`config.mk`:
```
export PLATFORM = sky130hd
export DESIGN_NAME = loop_trx_tx_arbiter
export DESIGN_NICKNAME = d
export VERILOG_FILES = /design/src/rtl/loop_trx_tx_arbiter.sv
export SDC_FILE = /design/constraint.sdc
export NUM_CORES = 1
export LEC_CHECK = 0
export BUFFER_PORTS_ARGS = -buffer_cell sky130_fd_sc_hd__buf_4
export CAP_MARGIN = 40
export CORE_AREA = 2 2 79 81
export DETAILED_ROUTE_END_ITERATION = 7
export DIE_AREA = 0 0 81 83
export GPL_TIMING_DRIVEN = 0
export PLACE_DENSITY = 0.89
export SKIP_CTS_REPAIR_TIMING = 1
export SYNTH_ARGS = -nofsm -noshare
export SYNTH_HDL_FRONTEND = slang
export SYNTH_SLANG_ARGS = --single-unit
```
`constraint.sdc`:
```
create_clock -name i_clk -period 4.8 [get_ports i_clk]
set_input_delay 0.24 -clock i_clk [delete_from_list [all_inputs] [get_ports i_clk]]
set_output_delay 0.24 -clock i_clk [all_outputs]
set_load 0.02 [all_outputs]
```
`src/rtl/loop_trx_tx_arbiter.sv`:
```
// Round-robin, packet-granular arbiter sharing the transceiver TX write port between
// N_REQ sources, with a stall watchdog that revokes a grant whose owner goes silent.
module loop_trx_tx_arbiter #(
  parameter int N_REQ   = 2,
  parameter int DATA_W  = 34,
  parameter int TIMEOUT = 255
) (
  input  logic                      i_clk,
  input  logic                      i_arst_n,
  input  logic [N_REQ-1:0]          i_req,
  input  logic [N_REQ*DATA_W-1:0]   i_data,
  input  logic [N_REQ-1:0]          i_last,
  output logic [N_REQ-1:0]          o_ack,
  output logic [N_REQ-1:0]          o_grant,
  input  logic                      i_trx_rdy,
  output logic [DATA_W-1:0]         o_trx,
  output logic                      o_trx_wr,
  output logic                      o_busy,
  output logic [7:0]                o_err_cnt
);

  localparam int IW = (N_REQ > 1) ? $clog2(N_REQ) : 1;
  localparam int TW = (TIMEOUT > 1) ? $clog2(TIMEOUT + 1) : 1;
  localparam logic [TW-1:0] TO_LAST   = (TIMEOUT > 0) ? TW'(TIMEOUT - 1) : '0;
  localparam logic [IW-1:0] LAST_INIT = IW'(N_REQ - 1);

  typedef enum logic [2:0] {
    S_IDLE  = 3'b001,
    S_WAIT  = 3'b010,
    S_WRITE = 3'b100
  } state_t;

  state_t            r_state;
  logic [IW-1:0]     r_last;
  logic [IW-1:0]     r_gidx;
  logic              r_beat_last;
  logic [TW-1:0]     r_timer;

  logic              w_any;
  logic [IW-1:0]     w_sel;
  logic              w_own_req;
  logic              w_own_last;
  logic [DATA_W-1:0] w_own_data;

  // Scan r_last+N down to r_last+1 so the earliest set bit in round-robin order wins.
  always_comb begin
    w_sel = r_last;
    w_any = |i_req;
    for (int i = N_REQ; i >= 1; i--) begin
      if (i_req[(int'(r_last) + i) % N_REQ])
        w_sel = IW'((int'(r_last) + i) % N_REQ);
    end
  end

  assign w_own_req  = i_req[r_gidx];
  assign w_own_last = i_last[r_gidx];
  assign w_own_data = i_data[int'(r_gidx)*DATA_W +: DATA_W];

  always_ff @(posedge i_clk or negedge i_arst_n) begin
    if (!i_arst_n) begin
      r_state     <= S_IDLE;
      r_last      <= LAST_INIT;
      r_gidx      <= '0;
      r_beat_last <= 1'b0;
      r_timer     <= '0;
      o_ack       <= '0;
      o_grant     <= '0;
      o_trx       <= '0;
      o_trx_wr    <= 1'b0;
      o_busy      <= 1'b0;
      o_err_cnt   <= '0;
    end else begin
      case (r_state)
        S_IDLE: begin
          o_trx_wr <= 1'b0;
          o_ack    <= '0;
          if (w_any) begin
            r_gidx  <= w_sel;
            o_grant <= {{(N_REQ-1){1'b0}}, 1'b1} << w_sel;
            o_busy  <= 1'b1;
            r_state <= S_WAIT;
          end
        end
        S_WAIT: begin
          if (w_own_req && i_trx_rdy) begin
            o_trx       <= w_own_data;
            r_beat_last <= w_own_last;
            r_timer     <= '0;
            o_trx_wr    <= 1'b1;
            o_ack       <= o_grant;
            r_state     <= S_WRITE;
          end else if (!w_own_req && (TIMEOUT != 0)) begin
            if (r_timer == TO_LAST) begin
              // Owner went silent mid-packet: drop it and let the others in.
              r_timer <= '0;
              r_last  <= r_gidx;
              o_grant <= '0;
              o_busy  <= 1'b0;
              r_state <= S_IDLE;
              if (o_err_cnt != 8'hFF) o_err_cnt <= o_err_cnt + 8'd1;
            end else begin
              r_timer <= r_timer + 1'b1;
            end
          end else begin
            // Backpressure from the transceiver is not a stall.
            r_timer <= '0;
          end
        end
        S_WRITE: begin
          o_trx_wr <= 1'b0;
          o_ack    <= '0;
          if (r_beat_last) begin
            r_last  <= r_gidx;
            o_grant <= '0;
            o_busy  <= 1'b0;
            r_state <= S_IDLE;
          end else begin
            r_state <= S_WAIT;
          end
        end
        default: begin
          r_state  <= S_IDLE;
          r_timer  <= '0;
          o_grant  <= '0;
          o_busy   <= 1'b0;
          o_trx_wr <= 1'b0;
          o_ack    <= '0;
        end
      endcase
    end
  end

endmodule

```
### Yosys cells after proc, flatten, opt, wreduce, memory -nomap -nowiden

Index checks and enable logic that the tools add are counted.

* flip-flop bits (word level): 62
* bits in latches: 0
* memory bits (read-only): 0
* memories: 0
* output and inout bits: 48
* logic and storage cells: 91
* input port bits: 75
* memory bits (writable): 0

* multiply operators: 1
* muxes and demuxes: 43
* div/mod/pow operators: 0
* order comparisons: 3
* equal/unequal tests: 13
* reduce and logical (&&, ||, !) cells: 10
* bitwise logic cells: 4
* shift operators: 2
* add/subtract/negate cells: 4

Operator list (number)
* variable part select 68 x 8 -> 34 bit: 1
* two-way mux 8 bit: 3
* two-way mux 1 bit: 23
* adder 8 x 1 -> 8 bit, second input constant: 2
* two-way mux 2 bit: 8
* case mux 8 bit (2 select lines): 1
* AND reduction 5 bit: 3
* two-way mux 3 bit: 4
* inequality test 2 bit, second input constant: 6
* case mux 3 bit (3 select lines): 1
* equality test 8 bit, second input constant: 1
* inequality test 8 bit, second input constant: 1
* less-than comparator 2 x 3 -> 1 bit, second input constant: 2
* multiplier 1 x 5 -> 6 bit, second input constant: 1
* inequality test 3 bit, second input constant: 2
* case mux 2 bit (3 select lines): 1
* AND reduction 2 bit: 2
* OR reduction 2 bit: 2
* equality test 3 x 1 -> 1 bit, second input constant: 1
* equality test 3 x 2 -> 1 bit, second input constant: 1
* equality test 3 bit, second input constant: 1
* case mux 1 bit (3 select lines): 1
* AND reduction 3 bit: 1
* adder 1 bit, second input constant: 2
* other kinds (7): 9

### Logic depth before layout (Yosys ltp)

* depth after elaboration: 10
* mapped depth: 6
* gate-level depth less buffers: 6

### Least setup slack after synthesis

OpenSTA, ideal clock, no wires.

* path type: register to register
* start point: reg r_timer[0]
* end point: reg o_err_cnt[1]
* slack: 3116 ps
* buffers on the path: 0
* clock period less this slack: 1684 ps
* stages on the path, launching flop included: 7
* data required time: 4675 ps
* arrival: 1560 ps
* setup time: 125 ps
* cells stage by stage: dfrtp_1 inv_1 ha_1 and3_1 nand4_4 nor2_1 mux2_2

* longest elaborated chain between the ends: 2

Ends and longest elaborated chain
* start, declared: line 37 `logic [TW-1:0] r_timer;`
* start signal, assigned: line 102 `r_timer <= r_timer + 1'b1;`
* equality test 8 bit: line 93 `if (r_timer == TO_LAST) begin`
* AND reduction 5 bit (no line)
* end signal, assigned: line 100 `if (o_err_cnt != 8'hFF) o_err_cnt <= o_err_cnt + 8'd1;`
* end, declared: line 19 `output logic [7:0] o_err_cnt`

No other way between the ends.
A chain may end at the register's enable or synchronous reset.

### Worst setup path in the final report

* start point: reg r_state[0]
* end point: reg o_trx[8]

* longest elaborated chain between the ends: 2

Ends and longest elaborated chain
* start, declared: line 33 `state_t r_state;`
* start signal, assigned: line 61 `r_state <= S_IDLE;`
* start signal, assigned: line 81 `r_state <= S_WAIT;`
* start signal, assigned: line 91 `r_state <= S_WRITE;`
* equality test 3 x 2 -> 1 bit: line 73 `case (r_state)`
* AND reduction 2 bit (no line)
* end signal, assigned: line 86 `o_trx <= w_own_data;`
* end, declared: line 16 `output logic [DATA_W-1:0] o_trx,`

No other way between the ends.

==> impl_metrics.toml <==
[grt]
grt_pass1_wl_um = 12500
grt_overflow = 0
grt_max_degree = 63
grtUsageTotal = 0.243
antenna_found_initial = 0
grt_pass1_vias = 2777

[setup_path]
ff2ff_path_depth = 6
cp-end-kind = "register"
worstPathMaxFanout = 10
cp.arrival_ns = 2.12
required_ns = 5.00
crit_type = "reg2reg"
start_kind = "register"

[status]
violations = "negative hold slack"
status = "complete, but fails checks"

[pwr]
power_density_nw_per_um2 = 540
total_power_uw = 2250
clockPowerShare = 0.199
combPwrFrac = 0.446
swShare = 0.391
p_leak_uw = 0.00220
power_switching_uw = 881
ir_drop_mv = 0.308
sequentialPowerShare = 0.355
intPower_uw = 1370

[synthesis]
yosysSeqAreaShare = 0.523
yosys_warnings = 0
synth_top_area_share = 0.505
synthArstFlopShare = 1.00
synth_fa_ha_area_frac = 0.0126
synth_xor_area_frac = 0.0379
syn-num-nets = 363
synth-simple-area-share = 0.149
synthCells = 285
synth_ff_type = "dfrtp_1"
yosys-top-cells-area = "dfrtp_1, mux2i_1, o21ai_0"
synth_top_family_by_area = "simple AND/OR/NAND/NOR gates"
synth_compound_area_frac = 0.119
synth_top_area_cell = "dfrtp_1"
syn_area_sq_um = 2970
avgSynthCellArea_sq_um = 10.4
synth-edff-count = 0
synth_cell_types = 38
synth_mux_area_frac = 0.133
ys_ff_latch = 62

[sta]
finalCriticalPeriod_ns = 1.92
slew-limit-headroom = 0.435
worst_slack_ns = 2.88
final.setup.tns_ns = 0
skew_ns = 0.00709
max_freq_ghz = 0.520
rsz0062_at_grt = "no"
worst_pin_slew_ns = 0.836
whs_ns = -0.0194
hold_viol_final = 29
finalMaxSlewViolations = 0
fin_crit_sh = 0.400
setup_viol = 0

[floorplan]
core_sq_um = 5820
start_util = 0.511
std_cell_rows = 28
die_h_um = 83
io_pins = 123
dieArea_sq_um = 6720
fp.dieW_um = 81

[clock_network]
root_buffer = "clkbuf_8"
worstSkewPairLatency_ns = 0.33
htree_levels = 3
cts_sinks = 62
clkTransAtPathRegs_ns = 0.07
cts_tree = "yes"
clockBufferDepth = 2
cts_inserted_buffers = 9

[detailed_routing]
dr.pass1.iters = 4
vias = 2660
avgRoutedWirePerCell_um = 15.2
routed_wl_um = 7570
vias_per_cell = 5.35
drt-initial-drc-count = 168
drc = 0
detail-route-antenna-nets = 0

[placement]
io_buffers = 122
place_hpwl_um = 5720
dpl_cell_area_sq_um = 3980
post-place-ws_ns = 2.87
gp_congestion = 0.819

[finish]
finish.net_count = 496
final_area_sq_um = 4170
final_util = 0.718
nFillCells = 446
synthToLayoutAreaGrowth_pct = 40.3
antenna_cells = 0
drive_gt1_frac = 0.367

[flow_run]
drv_cap = 0

[min_path]
min_path_type = "in2async"
==> routing by layer <==
layer	track usage	routed length, um
met1	0.266	2880
met2	0.417	3890
met3	0.0859	561
met4	0.103	225
met5	0	0
==> cell type report <==
type	count	area, sq um	area share
flip-flops and latches	62	1550	0.372
multi-input cells	206	1340	0.322
repair buffers	122	916	0.219
well taps	75	93.8	0.0225
clock buffers	11	141	0.0339
clock inverters	4	47.5	0.0114
plain buffers	15	70.1	0.0168
inverters	2	7.51	0.00180
==> final timing paths <==
path,start,slack (ns),to
min reg2reg,o_trx[32],0.48,o_trx[32]
min in group i_clk,i_req[0],0.14,r_gidx
min,i_arst_n,-0.02,o_busy
max reg2reg,r_state[0],2.88,o_trx[8]
max in group asynchronous,i_arst_n,4.32,r_timer[4]
max,r_state[0],2.88,o_trx[8]
==> metrics by stage <==
step | hold WS [ns] | std cells
2_1_floorplan | -0.0556 | 285
3_3_place_gp | 0.355 | 482
3_5_place_dp | 0.368 | 482
4_1_cts | 0.0125 | 497
5_1_grt | 0.0333 | 497
6_report | -0.0194 | 497
==> state kept, by name, indices dropped and copies added (netlist names), 2 cells and up <==
name,flops
o_ack,2
o_err_cnt,8
o_grant,2
o_trx,34
r_state,3
r_timer,8
==> critical path, stage by stage (launching register included) <==
cell	delay (ns)
dfstp_2	0.36
buf_2	0.17
nor3b_4	0.29
nand3_1	0.36
clkbuf_1	0.35
nand2_1	0.15
o21ai_0	0.10
==> synth_stat cells (all sizes together) (3+ instances only) <==
library cell   n
a21oi          7
nor2          14
o211ai         5
nor4           3
nand2         49
and4           3
buf            7
clkbuf         8
nand3          5
mux2i         36
a31oi          4
xor2          10
ha             3
mux2           3
o21ai         43
dfrtp         60
==> placed cells by master, fill, tap and decap left out, types with 4 or more instances in the layout <==
master / Yosys / layout
nand2_1: 49 / 49
clkbuf_1: 8 / 9
nand3_1: 5 / 5
dfrtp_1: 60 / 60
buf_4: 2 / 124
o211ai_1: 5 / 5
buf_2: 5 / 5
mux2i_1: 36 / 36
a21oi_1: 7 / 7
nor2_1: 14 / 14
o21ai_0: 43 / 43
xor2_1: 10 / 10
a31oi_1: 4 / 4
clkbuf_8: 0 / 10
==> power by group through the flow <==
| stage | logic (uW) | registers (uW) | clock network, uW |
|---|---|---|---|
| 2_1_floorplan | 429 | 966 | 0 |
| 3_3_place_gp | 980 | 796 | 0 |
| 3_5_place_dp | 1010 | 806 | 0 |
| 4_1_cts | 1010 | 798 | 452 |
| 5_1_grt | 1100 | 820 | 471 |
| 6_report | 1010 | 799 | 449 |
==> cell families after synthesis <==
group	Yosys count
fa+ha+maj	3
buf+inv	17
flops	62
mux	39
compound gates	64
xor+xnor	12
simple gates	88
Note: power is estimated with default switching activity, not from simulation.
